### config.mk
export PLATFORM = sky130hd
export DESIGN_NAME = sd_cmd_sender_flat
export DESIGN_NICKNAME = d
export VERILOG_FILES = /design/src/rtl/sd_pkg.sv /design/src/rtl/sd_cmd_sender_if.sv /design/src/rtl/sd_crc7.sv /design/src/rtl/sd_cmd_sender.sv /design/src/flat_wrapper.sv
export SDC_FILE = /design/constraint.sdc
export NUM_CORES = 1
export LEC_CHECK = 0
export ABC_AREA = 1
export CAP_MARGIN = 20
export CORE_ASPECT_RATIO = 1.25
export CORE_UTILIZATION = 55
export DETAILED_ROUTE_END_ITERATION = 6
export PLACE_DENSITY_LB_ADDON = 0.25
export SETUP_SLACK_MARGIN = 0.02
export SYNTH_ARGS = -nofsm -noshare
export SYNTH_HDL_FRONTEND = slang
export SYNTH_HIERARCHICAL = 1
export SYNTH_SLANG_ARGS = --single-unit
### constraint.sdc
create_clock -name CLOCK_50 -period 2.07 [get_ports CLOCK_50]
set_input_delay 0.414 -clock CLOCK_50 [delete_from_list [all_inputs] [get_ports CLOCK_50]]
set_output_delay 0.414 -clock CLOCK_50 [all_outputs]
set_load 0.005 [all_outputs]
### src/rtl/sd_pkg.sv
// Shared definitions for the SD command sender slice: FSM states, frame
// geometry, CRC7 polynomial, common command indices and the CRC7 step.
package sd_pkg;

  typedef enum logic [1:0] {
    IDLE      = 2'd0,
    INIT      = 2'd1,
    SEND      = 2'd2,
    WAIT_RESP = 2'd3
  } sd_state_e;

  localparam int         SD_FRAME_W = 48;
  localparam logic [6:0] CRC7_POLY  = 7'h09;

  localparam logic [5:0] CMD0  = 6'd0;
  localparam logic [5:0] CMD8  = 6'd8;
  localparam logic [5:0] CMD17 = 6'd17;

  // One serial CRC7 step: feedback is the incoming bit xor the register MSB.
  function automatic logic [6:0] crc7_next(input logic [6:0] crc, input logic bit_in);
    logic fb;
    fb = bit_in ^ crc[6];
    return {crc[5:0], 1'b0} ^ (fb ? CRC7_POLY : 7'h00);
  endfunction

endpackage

### src/rtl/sd_cmd_sender_if.sv
// Control-side handshake between the test sequencer and sd_cmd_sender.
// SD_CMD_RESP_CAPTURE_EN adds the captured 48-bit response and its strobe.
interface sd_cmd_sender_if;

  logic        start;
  logic [5:0]  cmd_index;
  logic [31:0] cmd_arg;
  logic        busy;
  logic        done;
  logic        timeout;

`ifdef SD_CMD_RESP_CAPTURE_EN
  logic [47:0] resp_data;
  logic        resp_valid;

  modport master (output start, cmd_index, cmd_arg,
                  input  busy, done, timeout, resp_data, resp_valid);
  modport slave  (input  start, cmd_index, cmd_arg,
                  output busy, done, timeout, resp_data, resp_valid);
`else
  modport master (output start, cmd_index, cmd_arg,
                  input  busy, done, timeout);
  modport slave  (input  start, cmd_index, cmd_arg,
                  output busy, done, timeout);
`endif

endinterface

### src/rtl/sd_crc7.sv
// Serial CRC7 (x^7 + x^3 + 1, init 0). Shared by the command sender and
// future data/response checkers.
module sd_crc7
  import sd_pkg::*;
(
  input  logic       CLOCK_50,
  input  logic       reset_n,
  input  logic       clear,
  input  logic       enable,
  input  logic       bit_in,
  output logic [6:0] crc
);

  // Clear wins over enable so a new frame always starts from zero.
  always_ff @(posedge CLOCK_50 or negedge reset_n) begin
    if (!reset_n) begin
      crc <= 7'h00;
    end else if (clear) begin
      crc <= 7'h00;
    end else if (enable) begin
      crc <= crc7_next(crc, bit_in);
    end
  end

endmodule

### src/rtl/sd_cmd_sender.sv
// Host-side SD command initiator: slow SD clock generation, power-up init
// clocks, 48-bit command frame on CMD, then wait for the response start bit.
// SD_CMD_RESP_CAPTURE_EN: also capture the full 48-bit response before done.
module sd_cmd_sender
  import sd_pkg::*;
#(
  parameter int CLK_HALF  = 100,
  parameter int INIT_CLKS = 80,
  parameter int NCR_MAX   = 64
) (
  input  logic             CLOCK_50,
  input  logic             reset_n,
  sd_cmd_sender_if.slave   ctrl,
  output logic             sd_clk,
  output logic             sd_cmd_out,
  output logic             sd_cmd_oe,
  input  logic             sd_cmd_in
);

  localparam int DIV_W  = $clog2(CLK_HALF + 1);
  localparam int INIT_W = $clog2(INIT_CLKS + 1);
  localparam int NCR_W  = $clog2(NCR_MAX + 1);

  sd_state_e         state;
  logic [DIV_W-1:0]  div_cnt;
  logic              wrap;
  logic              fall_ev;
  logic              rise_ev;
  logic [INIT_W-1:0] init_cnt;
  logic              init_done;
  logic [5:0]        bit_cnt;
  logic [39:0]       shreg;
  logic [NCR_W-1:0]  ncr_cnt;
  logic [6:0]        crc;
  logic              crc_en;
  logic              accept;
  logic              done_q;
  logic              timeout_q;

`ifdef SD_CMD_RESP_CAPTURE_EN
  logic              capturing;
  logic [5:0]        resp_cnt;
  logic [46:0]       resp_shift;
  logic [47:0]       resp_data_q;
  logic              resp_valid_q;

  assign ctrl.resp_data  = resp_data_q;
  assign ctrl.resp_valid = resp_valid_q;
`endif

  assign accept       = (state == IDLE) && ctrl.start;
  assign ctrl.busy    = (state != IDLE) || ctrl.start;
  assign ctrl.done    = done_q;
  assign ctrl.timeout = timeout_q;

  assign wrap    = (state != IDLE) && (div_cnt == DIV_W'(CLK_HALF - 1));
  assign fall_ev = wrap && sd_clk;
  assign rise_ev = wrap && !sd_clk;

  // CRC covers only the first 40 frame bits, updated as each is driven.
  assign crc_en = (state == SEND) && fall_ev && (bit_cnt < 6'd40);

  sd_crc7 u_crc7 (
    .CLOCK_50 (CLOCK_50),
    .reset_n  (reset_n),
    .clear    (accept),
    .enable   (crc_en),
    .bit_in   (shreg[39]),
    .crc      (crc)
  );

  // Clock divider: runs only while a command is in flight, idles high.
  always_ff @(posedge CLOCK_50 or negedge reset_n) begin
    if (!reset_n) begin
      div_cnt <= '0;
      sd_clk  <= 1'b1;
    end else if (state == IDLE) begin
      div_cnt <= '0;
      sd_clk  <= 1'b1;
    end else if (wrap) begin
      div_cnt <= '0;
      sd_clk  <= ~sd_clk;
    end else begin
      div_cnt <= div_cnt + DIV_W'(1);
    end
  end

  // Command sequencing: CMD moves only on fall events, responses are sampled on rise events.
  always_ff @(posedge CLOCK_50 or negedge reset_n) begin
    if (!reset_n) begin
      state      <= IDLE;
      init_done  <= 1'b0;
      init_cnt   <= '0;
      bit_cnt    <= '0;
      shreg      <= '0;
      ncr_cnt    <= '0;
      sd_cmd_out <= 1'b1;
      sd_cmd_oe  <= 1'b0;
      done_q     <= 1'b0;
      timeout_q  <= 1'b0;
`ifdef SD_CMD_RESP_CAPTURE_EN
      capturing    <= 1'b0;
      resp_cnt     <= '0;
      resp_shift   <= '0;
      resp_data_q  <= '0;
      resp_valid_q <= 1'b0;
`endif
    end else begin
      done_q    <= 1'b0;
      timeout_q <= 1'b0;
`ifdef SD_CMD_RESP_CAPTURE_EN
      resp_valid_q <= 1'b0;
`endif
      case (state)
        IDLE: begin
          if (ctrl.start) begin
            shreg      <= {2'b01, ctrl.cmd_index, ctrl.cmd_arg};
            bit_cnt    <= '0;
            init_cnt   <= '0;
            ncr_cnt    <= '0;
            sd_cmd_oe  <= 1'b1;
            sd_cmd_out <= 1'b1;
`ifdef SD_CMD_RESP_CAPTURE_EN
            capturing  <= 1'b0;
            resp_cnt   <= '0;
`endif
            state      <= init_done ? SEND : INIT;
          end
        end
        INIT: begin
          if (rise_ev) begin
            if (init_cnt == INIT_W'(INIT_CLKS - 1)) begin
              init_done <= 1'b1;
              state     <= SEND;
            end else begin
              init_cnt <= init_cnt + INIT_W'(1);
            end
          end
        end
        SEND: begin
          if (fall_ev) begin
            if (bit_cnt == 6'(SD_FRAME_W)) begin
              sd_cmd_oe  <= 1'b0;
              sd_cmd_out <= 1'b1;
              state      <= WAIT_RESP;
            end else begin
              bit_cnt <= bit_cnt + 6'd1;
              if (bit_cnt == 6'd40) begin
                sd_cmd_out <= crc[6];
                shreg      <= {crc[5:0], 1'b1, 33'd0};
              end else begin
                sd_cmd_out <= shreg[39];
                shreg      <= {shreg[38:0], 1'b0};
              end
            end
          end
        end
        WAIT_RESP: begin
`ifdef SD_CMD_RESP_CAPTURE_EN
          if (rise_ev) begin
            if (capturing) begin
              resp_shift <= {resp_shift[45:0], sd_cmd_in};
              if (resp_cnt == 6'd46) begin
                resp_data_q  <= {resp_shift, sd_cmd_in};
                resp_valid_q <= 1'b1;
                done_q       <= 1'b1;
                state        <= IDLE;
              end else begin
                resp_cnt <= resp_cnt + 6'd1;
              end
            end else if (!sd_cmd_in) begin
              capturing  <= 1'b1;
              resp_shift <= '0;
              resp_cnt   <= '0;
            end else if (ncr_cnt == NCR_W'(NCR_MAX - 1)) begin
              timeout_q <= 1'b1;
              state     <= IDLE;
            end else begin
              ncr_cnt <= ncr_cnt + NCR_W'(1);
            end
          end
`else
          if (rise_ev) begin
            if (!sd_cmd_in) begin
              done_q <= 1'b1;
              state  <= IDLE;
            end else if (ncr_cnt == NCR_W'(NCR_MAX - 1)) begin
              timeout_q <= 1'b1;
              state     <= IDLE;
            end else begin
              ncr_cnt <= ncr_cnt + NCR_W'(1);
            end
          end
`endif
        end
        default: state <= IDLE;
      endcase
    end
  end

endmodule

### src/flat_wrapper.sv
// flat-port wrapper written by rule: the top's interface ports become plain ports
module sd_cmd_sender_flat import sd_pkg::*;
#(
  parameter int CLK_HALF  = 100,
  parameter int INIT_CLKS = 80,
  parameter int NCR_MAX   = 64
)
  (CLOCK_50, reset_n, sd_clk, sd_cmd_out, sd_cmd_oe, sd_cmd_in, ctrl_start, ctrl_cmd_index, ctrl_cmd_arg, ctrl_busy, ctrl_done, ctrl_timeout);
  sd_cmd_sender_if ctrl_i ();
  input  logic CLOCK_50;
  input  logic reset_n;
  output logic sd_clk;
  output logic sd_cmd_out;
  output logic sd_cmd_oe;
  input  logic sd_cmd_in;
  input wire logic [$bits(ctrl_i.start)-1:0] ctrl_start;
  input wire logic [$bits(ctrl_i.cmd_index)-1:0] ctrl_cmd_index;
  input wire logic [$bits(ctrl_i.cmd_arg)-1:0] ctrl_cmd_arg;
  output wire logic [$bits(ctrl_i.busy)-1:0] ctrl_busy;
  output wire logic [$bits(ctrl_i.done)-1:0] ctrl_done;
  output wire logic [$bits(ctrl_i.timeout)-1:0] ctrl_timeout;
  assign ctrl_i.start = ctrl_start;
  assign ctrl_i.cmd_index = ctrl_cmd_index;
  assign ctrl_i.cmd_arg = ctrl_cmd_arg;
  assign ctrl_busy = ctrl_i.busy;
  assign ctrl_done = ctrl_i.done;
  assign ctrl_timeout = ctrl_i.timeout;
  sd_cmd_sender #(.CLK_HALF(CLK_HALF), .INIT_CLKS(INIT_CLKS), .NCR_MAX(NCR_MAX)) u_core (.CLOCK_50(CLOCK_50), .reset_n(reset_n), .ctrl(ctrl_i), .sd_clk(sd_clk), .sd_cmd_out(sd_cmd_out), .sd_cmd_oe(sd_cmd_oe), .sd_cmd_in(sd_cmd_in));
endmodule
======== Word level (Yosys, flattened, before mapping) ========
Index checks and enable logic that the tools add are counted.
storage, ports and cells
  register bits ........................... 82
  output and inout bits ................... 6
  word-level logic and storage cells ...... 111
operators by class
  $add $sub $neg .......................... 4
  order comparisons ....................... 1
  eq/ne operators ......................... 19
  multiplexer cells ....................... 49
  bitwise gates (word level) .............. 3
  reduce and logical (&&, ||, !) cells .... 22
operator list
  operator               number
  $mux W40               4
  $pmux W40 S2           1
  $mux W7                10
  $pmux W7 S2            2
  $add A7 B1 Y7 const B  3
  $mux W2                9
  $mux W6                3
  $mux W1                15
  $eq A7 B7 Y1 const B   2
  $eq A6 B6 Y1 const B   2
  $ne A2 B2 Y1 const B   6
  $pmux W6 S2            1
  $reduce_and A4 Y1      3
  $reduce_bool A2 Y1     6
  $ne A2 B1 Y1 const B   4
  $pmux W2 S4            1
  $eq A7 B6 Y1 const B   1
  $reduce_and A7 Y1      1
  $xor A7 B4 Y7          1
  $add A6 B1 Y6 const B  1
  $logic_and A1 B1 Y1    6
  $lt A6 B6 Y1 const B   1
  $reduce_and A3 Y1      2
  $reduce_and A5 Y1      1
  other kinds (10)       12

======== Longest topological paths before layout ========
Gate-level depths: netlist (run 1).
  depth in word-level cells ............... 7
  depth in mapped cells ................... 12

======== Cells and area by module ========
Netlist (run 1), hierarchy kept.
modules (own cells, without submodules)
  module         instances  cells each  area an instance (µm²)  seq. area each (µm²)
  sd_cmd_sender  1          535         4,083.9                 1,879.3
  sd_crc7        1          36          312.8                   175.2

======== Worst setup path before layout (run 1) ========
Ideal clock, no wire load.
  kind .................................... register to register
  start ................................... register u_core.state[0]
  end ..................................... register u_core.u_crc7.crc[1]
  library setup time ...................... 0.082 ns
  data arrival time ....................... 1.713 ns
  required time ........................... 1.988 ns
  setup slack ............................. 0.275 ns
  cell stages (with the launch flop) ...... 11
  buffers on the path ..................... 2
  cell sequence ........................... dfrtp_1 > inv_1 > ha_1 > clkbuf_1 > clkbuf_1 > nand3_1 > nor2_1 > inv_2 > nor2_4 > inv_2 > o22ai_1
between the ends
  longest elaborated chain between the ends .. 6
ends and longest elaborated chain
  element                                line                  text
  start, declared                        sd_cmd_sender.sv:24   sd_state_e state;
  start signal, assigned                 sd_cmd_sender.sv:127  state <= init_done ? SEND : INIT;
  $reduce_bool A2 Y1                     sd_cmd_sender.sv:56   assign wrap = (state != IDLE) && (div_cnt == DIV_W'(CLK_HALF - 1));
  $logic_and A1 B1 Y1                    sd_cmd_sender.sv:56
  $logic_and A1 B1 Y1                    sd_cmd_sender.sv:57   assign fall_ev = wrap && sd_clk;
  $logic_and A1 B1 Y1 * (2 in series)    sd_cmd_sender.sv:61   assign crc_en = (state == SEND) && fall_ev && (bit_cnt < 6'd40);
  named net u_core.crc_en                sd_cmd_sender.sv:35   logic crc_en;
  $reduce_bool A2 Y1 (no source line) *  --
  end signal, assigned                   sd_crc7.sv:21         crc <= crc7_next(crc, bit_in);
  end, declared                          sd_crc7.sv:11         output logic [6:0] crc
The timed path passes the listed nets; every way through them passes the cells marked *.
A chain may end at the register's enable or synchronous reset.

======== Worst setup path after layout (run 1) ========
  start ................................... register u_core.state[1]
  end ..................................... output port ctrl_busy
between the ends
  longest elaborated chain between the ends .. 2
ends and longest elaborated chain
  element             line                 text
  $reduce_bool A2 Y1  sd_cmd_sender.sv:52  assign ctrl.busy = (state != IDLE) || ctrl.start;
  $logic_or A1 B1 Y1  sd_cmd_sender.sv:52
  end, declared       flat_wrapper.sv:19   output wire logic [$bits(ctrl_i.busy)-1:0] ctrl_busy;
Every way passes these cells.

==> results by group, run 1 <==
Timing
  • Slew @ Worst Pin: 0.466 ns
  • Final TNS setup: 0 ns
  • Period minus WS final: 1.95 ns
  • Crit share post-route: 94.4%
  • Slew Viols, Final: 0
  • Final Setup Violations: 0
  • Fin Hold WS: 0.00261 ns
  • RSZ-0062 raised after global routing: no
  • Hold Fails Final Rpt: 0
  • F_max: 512 MHz
  • Setup Skew: 0.00586 ns
  • Slew HR: 68.9%

Pwr
  • Clk network pwr share: 18.4%
  • Switching Share: 39.9%
  • Total chip power: 0.00582 W
  • P_leak: 2.50 nW
  • Comb pwr share: 41.8%
  • Psw: 0.00232 W
  • Max rail drop VDD: 0.639 mV
  • Int Pwr: 0.00350 W
  • Sequential share of power: 39.8%
  • P per Cell Area: 1120 nW/um^2

Global routing
  • First-pass GRT wire length: 15400 um
  • Antenna violations before repair: 0
  • Vias in the first global route: 3541
  • Largest net degree at the start of global routing: 71
  • Grt ovf: 0
  • All-Layer GR Usage: 24.2%

Logic synthesis
  • Cell Area, Synth: 4400 sq um
  • Post-synth EDFFs: 0
  • Async SR Flop Fraction: 100%
  • Yosys top cell by area: dfrtp_1
  • Yosys cell types: 32
  • Syn_area_per_cell: 7.70 sq um
  • Sequential element share of the synthesized area: 46.7%
  • Synth Flop Type: dfrtp_1
  • Yosys reg bits: 82
  • Share of the synthesized area in the top cell type: 45.5%
  • Yosys warning total: 6
  • Area contributors post-synth: dfrtp_1, nand2_1, o21ai_0
  • Synthesized instance count: 571
  • Synthesized Nets: 623

Floorplan
  • Die Ht: 102 um
  • Starting Density: 56.4%
  • Core area: 7790 sq um
  • Die ar.: 8360 sq um
  • Die width: 82.0 um
  • Io pins: 48
  • Floorplan row count: 36

Final layout
  • Fraction of layout cells with a size suffix above 1: 9.09%
  • # diodes: 0
  • Synthesis-to-layout area growth: 18.4%
  • Nets: 674

Setup path
  • R2R Path End: u_core/shreg[1]$_DFFE_PN0P_
  • Crit path required time: 1.66 ns
  • RR Startpoint: u_core/state[1]$_DFFE_PN0P_
  • CP startpoint kind: register
  • R2R Setup Slk: 0.19 ns
  • Crit Path Category: reg2out
  • Worst R2R Path Depth: 8
  • Worst-path maximum fanout: 5
  • Crit. End Element: output pin
  • Worst Path Arrival: 1.54 ns

Clock network
  • CTS tree: built
  • CTS root buf: clkbuf_8
  • Reg clk slew, reported paths: 0.08 ns
  • Clock Path Buffers: 2
  • CTS sink cnt: 82
  • H-tree lvl count: 3
  • Hold buffers post-CTS: 0
  • TritonCTS Buffers: 9
  • Worst-skew pair later-pin latency: 0.36 ns

Routing
  • Antenna Violating Nets Remaining: 0
  • Vias: 3874
  • DRT iter0 DRCs: 203
  • WL/cell: 12.6 um
  • # DRC: 0
  • Final WL: 9070 um
  • DR pass1 iterations: 5
  • Via/cell ratio: 5.37

Place
  • Detailed Place HPWL: 6460 um
  • GPL Wtd Cong: 0.798
  • # port buffers: 47

Status
  • Status: finished, final reports clean

Job
  • Max_cap viols: 0

Min path
  • Hold Path Class: in2async
[layout make-up]
class                           instances  area [sq um]
Timing Repair Buffer                   64           623
Tap cell                               95           119
Multi-Input combinational cell        390          1950
Sequential cell                        82          2050
Clock inverter                          4          26.3
Clock buffer                           12           155
Fill cell                             652          2580
Inverter                               75           282
[how the worst max path moves through the flow]
stage                                start                               end  slack [ns]  cells past startpoint
2_1_floorplan  u_core/state[0]$_DFFE_PN0P_  u_core/u_crc7/crc[1]$_DFFE_PN0P_        0.27                     10
3_3_place_gp                    ctrl_start                         ctrl_busy        0.13                      4
3_5_place_dp                    ctrl_start                         ctrl_busy        0.12                      4
4_1_cts        u_core/state[1]$_DFFE_PN0P_                         ctrl_busy        0.11                      6
5_1_grt        u_core/div_cnt[0]$_DFF_PN0_       u_core/shreg[1]$_DFFE_PN0P_        0.02                     10
6_report       u_core/state[1]$_DFFE_PN0P_                         ctrl_busy        0.12                      6
[power by group through the flow]
stage,sequential [W],clock (W),combinational (W)
2_1_floorplan,0.00230,0,0.00178
3_3_place_gp,0.00233,0,0.00230
3_5_place_dp,0.00235,0,0.00239
4_1_cts,0.00232,0.00110,0.00245
5_1_grt,0.00238,0.00116,0.00282
6_report,0.00232,0.00107,0.00244
[cell families (layout without fill, tap and decap cells)]
kind of cell | Yosys count | after routing | synth area share [%]
and+or+nand+nor | 245 | 245 | 23.3
adders and majority gates | 10 | 10 | 2.85
buffers and inverters | 99 | 155 | 9.13
AOI/OAI and AO/OA | 130 | 130 | 17.0
DFF | 82 | 82 | 46.7
xor gates and xnor gates | 5 | 5 | 0.996
[placed cells by master, fill, tap and decap left out, drive strengths merged]
master         count
nand3             29
clkdlybuf4s50     45
dlygate4sd2        1
nor2              40
buf               18
nor4               1
xor2               3
ha                10
inv               75
a21boi             1
o21bai             2
a21oi             11
dfstp              2
or2                2
o31ai             30
nand4              3
clkinv             3
xnor2              2
o22ai              4
dfrtp             80
nand2            167
nor3               2
o21a               2
o21ai             78
nand3b             1
clkinvlp           1
a31oi              2
clkbuf            12
[synthesized netlist by cell type (all sizes together) (3+ instances only)]
cell / number
nand2: 167
dfrtp: 80
o21ai: 78
inv: 75
nor2: 40
o31ai: 30
nand3: 29
buf: 14
a21oi: 11
clkbuf: 10
ha: 10
o22ai: 4
nand4: 3
xor2: 3
[per-stage QoR]
step / instances / cell area [sq um] / setup slack [ns] / utilization [%]
floorplan: 571 / 4400 / 0.275 / -
global placement: 704 / 5000 / 0.125 / 64.2
detailed placement: 704 / 5000 / 0.120 / 64.2
CTS: 722 / 5200 / 0.106 / 66.7
global route: 722 / 5210 / 0.0248 / 66.8
finish: 722 / 5210 / 0.116 / 66.8
[sequential cells by signal, summed over array words and instances (netlist names), 2 cells and up]
name,flops
u_core/bit_cnt,6
u_core/div_cnt,7
u_core/init_cnt,7
u_core/ncr_cnt,7
u_core/shreg,40
u_core/state,2
u_core/u_crc7/crc,7
[worst max-delay path, stage by stage, from the launching register on]
cell           delay (ns)
dfrtp_1              0.41
inv_2                0.09
ha_2                 0.19
inv_2                0.07
nor2_2               0.10
inv_1                0.07
dlygate4sd2_1        0.26
[routing by layer]
layer / share of wire (%) / vias to the layer above / track usage, %
met3: 3.4 / 10 / 5.80
met2: 51 / 69 / 41.6
li1: - / 1950 / -
met1: 44 / 1845 / 29.0
met5: 0 / - / 0
met4: 1.3 / 0 / 9.18
[what timing repair did]
item	in CTS	in global routing
setup endpoints to repair	1	8
resized for setup	6	2
setup buffers	2	0
(Power assumes the default switching activity.)
==> inputs of run 2 (changes only) <==
clock period = 1.8 ns   (was 2.07 ns; I/O delays follow)
==> run 2 against run 1 <==
The flow now finishes with violations (setup timing). Sequential share of layout area is 3.7 points lower. Critical path type is now reg2reg. Cell area rose by 10%. Critical endpoint is now u_core/shreg[24]$_DFFE_PN0P_. First-iteration DRC count increased by 5.4%. Critical path depth is 5 higher.
==> results by group, run 2 (synthesis gave the netlist of run 1 again) <==
Final layout
  • Reg with most FFs: u_core/shreg
  • Most frequent cells in the layout: nand2_1, dfrtp_1, inv_1, o21ai_0, clkdlybuf4s50_1
  • Max reg flops: 40 (unchanged)
  • Fraction of layout cells with a size suffix above 1: 18.5% (+9.4 points)
  • Synthesis-to-layout area growth: 30.8%
  • Nets: 700 (+3.9%)
  • # diodes: 0 (unchanged)
  • # fillers: 582 (-11%)
  • Most common cell after layout, fill and taps aside: nand2_1

Clock network
  • CTS sink cnt: 82 (unchanged)
  • CTS tree: built
  • CTS root buf: clkbuf_8
  • Clock Path Buffers: 2 (unchanged)
  • H-tree lvl count: 3 (unchanged)
  • Worst-skew pair later-pin latency: 0.35 ns (about the same)
  • TritonCTS Buffers: 9 (unchanged)
  • Reg clk slew, reported paths: 0.08 ns (about the same)

Timing
  • Period minus WS final: 1.82 ns
  • Setup ws final: -0.0158 ns (-0.132 ns)
  • Setup Skew: 0.0121 ns (+0.00626 ns)
  • F_max: 551 MHz
  • Slew HR: 70.5% (+1.5 points)
  • Hold Fails Final Rpt: 0 (unchanged)
  • Crit share post-route: 101%
  • Fin Hold WS: 0.344 ns (+0.341 ns)
  • Final Setup Violations: 8 (+8)
  • RSZ-0062 raised after global routing: yes
  • Slew Viols, Final: 0 (unchanged)
  • Slew @ Worst Pin: 0.439 ns (-0.0270 ns)

Setup path
  • Family with the most delay on the worst path: simple AND/OR/NAND/NOR gates
  • R2R Path End: u_core/shreg[24]$_DFFE_PN0P_
  • Worst-path maximum fanout: 7 (+2)
  • Worst R2R Path Depth: 11 (+3)
  • CP max-delay cell: dfrtp_1
  • Max stage delay on crit path: 0.42 ns (about the same)
  • Worst-path cell chain: nor2_1, nand2_2, nor2_4, nand3_2, nand2_1, nand2_2, nor2_8, buf_6, clkbuf_16, nand2_2, o21ai_1
  • RR Startpoint: u_core/div_cnt[2]$_DFF_PN0_
  • CP startpoint kind: register
  • Worst Path Arrival: 2.09 ns (+0.55 ns)
  • CP bufs+invs: 2 (-2)
  • R2R Setup Slk: -0.02 ns (-0.21 ns)
  • CP most frequent cell: nand2_2
  • Crit Path Category: reg2reg
  • Crit. End Element: register
  • Crit path required time: 2.07 ns (+0.41 ns)

Status
  • Status: finished, violations left
  • Failing checks: setup timing

Floorplan
  • Floorplan row count: 36 (unchanged)
  • Starting Density: 56.4% (unchanged)
  • Core area: 7790 sq um (unchanged)
  • Die ar.: 8360 sq um (unchanged)
  • Die width: 82.0 um (unchanged)
  • Die Ht: 102 um (unchanged)
  • Io pins: 48 (unchanged)

Routing
  • Final WL: 10100 um (+11%)
  • Via/cell ratio: 5.39 (+0.49%)
  • WL/cell: 13.5 um (+7.4%)
  • Antenna Violating Nets Remaining: 0 (unchanged)
  • # DRC: 0 (unchanged)
  • DR pass1 iterations: 4 (-1)
  • DRT iter0 DRCs: 214 (+5.4%)
  • Vias: 4033 (+4.1%)

Pwr
  • Max rail drop VDD: 0.970 mV (+52%)
  • P_leak: 2.73 nW (+9.5%)
  • P per Cell Area: 1420 nW/um^2 (+27%)

Job
  • Max_cap viols: 0 (unchanged)

Min path
  • Hold Path Class: in2async

Place
  • # port buffers: 47 (unchanged)
  • Dpl ws: -0.0408 ns (-0.160 ns)
  • GPL Wtd Cong: 0.853 (+6.9%)
  • Detailed Place HPWL: 6510 um (+0.68%)

Global routing
  • Vias in the first global route: 3683 (+4.0%)
  • First-pass GRT wire length: 15400 um (about the same)
  • Antenna violations before repair: 0 (unchanged)
  • All-Layer GR Usage: 24.1% (-0.10 points)
  • Largest net degree at the start of global routing: 71 (unchanged)
  • Grt ovf: 0 (unchanged)
[run 2: worst max path at each step]
stage                                startpoint                          endpoint  cells after the start
global placement                     ctrl_start                         ctrl_busy                      4
floorplan           u_core/state[0]$_DFFE_PN0P_  u_core/u_crc7/crc[1]$_DFFE_PN0P_                     10
detailed placement                   ctrl_start                         ctrl_busy                      4
finish              u_core/div_cnt[2]$_DFF_PN0_      u_core/shreg[24]$_DFFE_PN0P_                     11
global route        u_core/div_cnt[0]$_DFF_PN0_      u_core/shreg[28]$_DFFE_PN0P_                     11
CTS                 u_core/state[0]$_DFFE_PN0P_                         ctrl_busy                      6
[run 2: power by group]
group	switching, W	internal (W)	total [W]
Sequential	0.000248	0.00243	0.00268
Combinational	0.00232	0.00187	0.00419
Clock	0.000642	0.000675	0.00132
Total	0.00321	0.00497	0.00818
[run 2: through the flow]
| step | setup TNS, ns | utilization [%] | total power [W] | cells | cell area, sq um |
|---|---|---|---|---|---|
| floorplan | 0 | - | 0.00469 | 571 | 4400 |
| global placement | -0.0142 | 65.9 | 0.00555 | 715 | 5130 |
| detailed placement | -0.119 | 65.9 | 0.00571 | 715 | 5130 |
| CTS | 0 | 68.9 | 0.00712 | 733 | 5370 |
| global route | -2.82 | 73.8 | 0.00877 | 748 | 5750 |
| finish | -0.0610 | 73.8 | 0.00818 | 748 | 5750 |
[run 2: area by class of cell]
cell class / count / area, sq um / area share (%)
clock buffer: 11 / 141 / 2.46
clock inverter: 5 / 53.8 / 0.936
inverter: 75 / 288 / 5.00
multi-input combinational: 390 / 2120 / 36.9
sequential: 82 / 2050 / 35.7
tap: 95 / 119 / 2.07
timing repair buffer: 90 / 975 / 16.9
[run 2: metal layers]
layer,share of wire [%],global-route usage [%],wire [um]
met5,0,0,0
met4,1.6,9.04,159
met3,2.9,4.64,290
met2,52,42.6,5250
met1,44,28.5,4390
[run 2: what timing repair did]
item	CTS	global route
hold buffers	1	0
endpoints found under the hold margin	1	0
setup buffers	1	10
cloned	0	6
setup endpoints to repair	9	70
pin swaps	0	9
resized for setup	11	83
==> inputs of run 3 (changes only) <==
CAP_MARGIN = 10   (was 20)
GPL_TIMING_DRIVEN = 0   (was unset)
==> run 3 against run 2 <==
The run now ends clean. Global-route usage rose by 3.6 points. Fmax increased by 1.0%. Critical path depth unchanged. Utilization is 1.9 points higher. Sequential share of layout area down 0.91 points. First-iteration DRC count is 68% higher. Critical path type unchanged. Critical endpoint is now u_core/ncr_cnt[6]$_DFFE_PN0P_.
==> results by group, run 3 (synthesis gave the netlist of run 1 again) <==
Clock network
  • Reg clk slew, reported paths: 0.08 ns (about the same)
  • CTS sink cnt: 82 (unchanged)
  • CTS tree: built
  • TritonCTS Buffers: 9 (unchanged)
  • Clock Path Buffers: 2 (unchanged)
  • CTS root buf: clkbuf_8
  • Worst-skew pair later-pin latency: 0.37 ns (+0.02 ns)
  • H-tree lvl count: 3 (unchanged)

Final layout
  • # diodes: 0 (unchanged)
  • Max reg flops: 40 (unchanged)
  • Synthesis-to-layout area growth: 34.2%
  • Most common cell after layout, fill and taps aside: nand2_1
  • Core Util, Final: 75.7% (+1.9 points)
  • Reg with most FFs: u_core/shreg
  • Nets: 714 (+2.0%)
  • Most frequent cells in the layout: nand2_1, dfrtp_1, inv_1, o21ai_0, clkdlybuf4s50_1
  • Fraction of layout cells with a size suffix above 1: 20.1% (+1.6 points)
  • # fillers: 500 (-14%)
  • Fin cells: 762 (+1.9%)

Routing
  • Vias: 4337 (+7.5%)
  • Antenna Violating Nets Remaining: 0 (unchanged)
  • WL/cell: 16.1 um (+19%)
  • # DRC: 0 (unchanged)
  • DRT iter0 DRCs: 359 (+68%)
  • Via/cell ratio: 5.69 (+5.6%)
  • Final WL: 12200 um (+21%)
  • DR pass1 iterations: 5 (+1)

Timing
  • RSZ-0062 raised after global routing: yes
  • Slew @ Worst Pin: 0.481 ns (+0.0417 ns)
  • Hold Fails Final Rpt: 0 (unchanged)
  • Period minus WS final: 1.80 ns (-0.0180 ns)
  • Setup Skew: 0.0163 ns (+0.00420 ns)
  • F_max: 556 MHz (+1.0%)
  • Crit share post-route: 99.9% (-1.0 points)
  • Final TNS setup: 0 ns (+0.0610 ns)
  • Slew HR: 67.9% (-2.5 points)
  • Final Setup Violations: 0 (-8)
  • Slew Viols, Final: 0 (unchanged)
  • Setup ws final: 0.00217 ns (+0.0180 ns)

Setup path
  • Worst Path Arrival: 2.10 ns (about the same)
  • Crit Path Category: reg2reg
  • Crit. End Element: register
  • Worst-path maximum fanout: 4 (-3)
  • Crit path required time: 2.10 ns (+0.03 ns)
  • CP startpoint kind: register

Global routing
  • Grt ovf: 0 (unchanged)
  • Vias in the first global route: 3865 (+4.9%)
  • All-Layer GR Usage: 27.7% (+3.6 points)
  • Largest net degree at the start of global routing: 49 (-31%)
  • Antenna violations before repair: 0 (unchanged)
  • First-pass GRT wire length: 17500 um (+14%)

Floorplan
  • Core area: 7790 sq um (unchanged)
  • Die ar.: 8360 sq um (unchanged)
  • Die width: 82.0 um (unchanged)
  • Starting Density: 56.4% (unchanged)
  • Die Ht: 102 um (unchanged)
  • Io pins: 48 (unchanged)
  • Floorplan row count: 36 (unchanged)

Job
  • Max_cap viols: 0 (unchanged)

Place
  • Post-Place Cells: 714 (-0.14%)
  • # port buffers: 47 (unchanged)
  • Dpl ws: -0.371 ns (-0.330 ns)
  • Detailed Place HPWL: 6970 um (+7.2%)
  • GPL Wtd Cong: 0.862 (+1.1%)

Pwr
  • P per Cell Area: 1430 nW/um^2 (+0.83%)
  • P_leak: 2.78 nW (+1.6%)
  • Total chip power: 0.00847 W (+3.5%)
  • Max rail drop VDD: 0.877 mV (-9.6%)

Status
  • Status: finished, final reports clean

Min path
  • Hold Path Class: in2async
==> run 3: critical path, stage by stage (launching register included) <==
cell     delay (ns)
dfrtp_1        0.39
inv_2          0.09
ha_4           0.18
buf_4          0.13
buf_4          0.15
o21ai_2        0.15
nand2_1        0.10
inv_2          0.09
nand2_1        0.10
nor2_4         0.16
o21ai_0        0.13
nand2_1        0.08
==> run 3: path summary, 6_finish.rpt <==
path / cells past startpoint / slack, ns / end / start
max: 11 / 0.002 / u_core/ncr_cnt[6]$_DFFE_PN0P_ / u_core/state[1]$_DFFE_PN0P_
min: 2 / 0.49 / u_core/init_cnt[3]$_DFFE_PN0P_ / reset_n
max reg2reg: 11 / 0.002 / u_core/ncr_cnt[6]$_DFFE_PN0P_ / u_core/state[1]$_DFFE_PN0P_
min reg2reg: 2 / 0.49 / u_core/shreg[35]$_DFFE_PN0P_ / u_core/shreg[35]$_DFFE_PN0P_
max in group asynchronous: 3 / 0.70 / u_core/state[1]$_DFFE_PN0P_ / reset_n
min in group CLOCK_50: 2 / 0.49 / u_core/shreg[35]$_DFFE_PN0P_ / u_core/shreg[35]$_DFFE_PN0P_
==> run 3: what timing repair did <==
action,CTS,global route
buffers inserted,13,14
endpoints found under the setup margin,72,71
pin swaps,7,18
hold endpoints to repair,32,0
resized for setup,43,85
hold buffers,1,0
cloned,3,2
==> run 3: routing by layer <==
layer / global-route usage (%) / wire (um) / share of wire (%) / up-vias
met3: 5.09 / 651 / 5.3 / 43
li1: - / - / - / 2032
met1: 35.0 / 4850 / 40 / 2079
met4: 12.3 / 497 / 4.1 / 0
met5: 0 / 0 / 0 / -
met2: 45.8 / 6230 / 51 / 183
==> run 3: power breakdown <==
part	leakage [nW]	switching, W	internal [W]
clock network	0.128	0.000702	0.00101
logic	1.59	0.00241	0.00165
registers	1.06	0.000262	0.00243
==> run 3: final cells by class <==
class	instances	area (sq um)	area share, %
plain buffers	23	213	3.60
clock buffers	11	151	2.57
clock inverters	5	109	1.84
inverters	75	289	4.90
multi-input cells	391	2180	36.9
flip-flops and latches	82	2050	34.8
well taps	95	119	2.01
repair buffers	80	788	13.4
==> run 3: per-stage QoR <==
stage          instance area [sq um]  hold WS (ns)
3_3_place_gp                    4990         0.444
3_5_place_dp                    5010         0.351
6_report                        5900         0.487
5_1_grt                         5900         0.502
2_1_floorplan                   4400        0.0644
4_1_cts                         5540         0.479
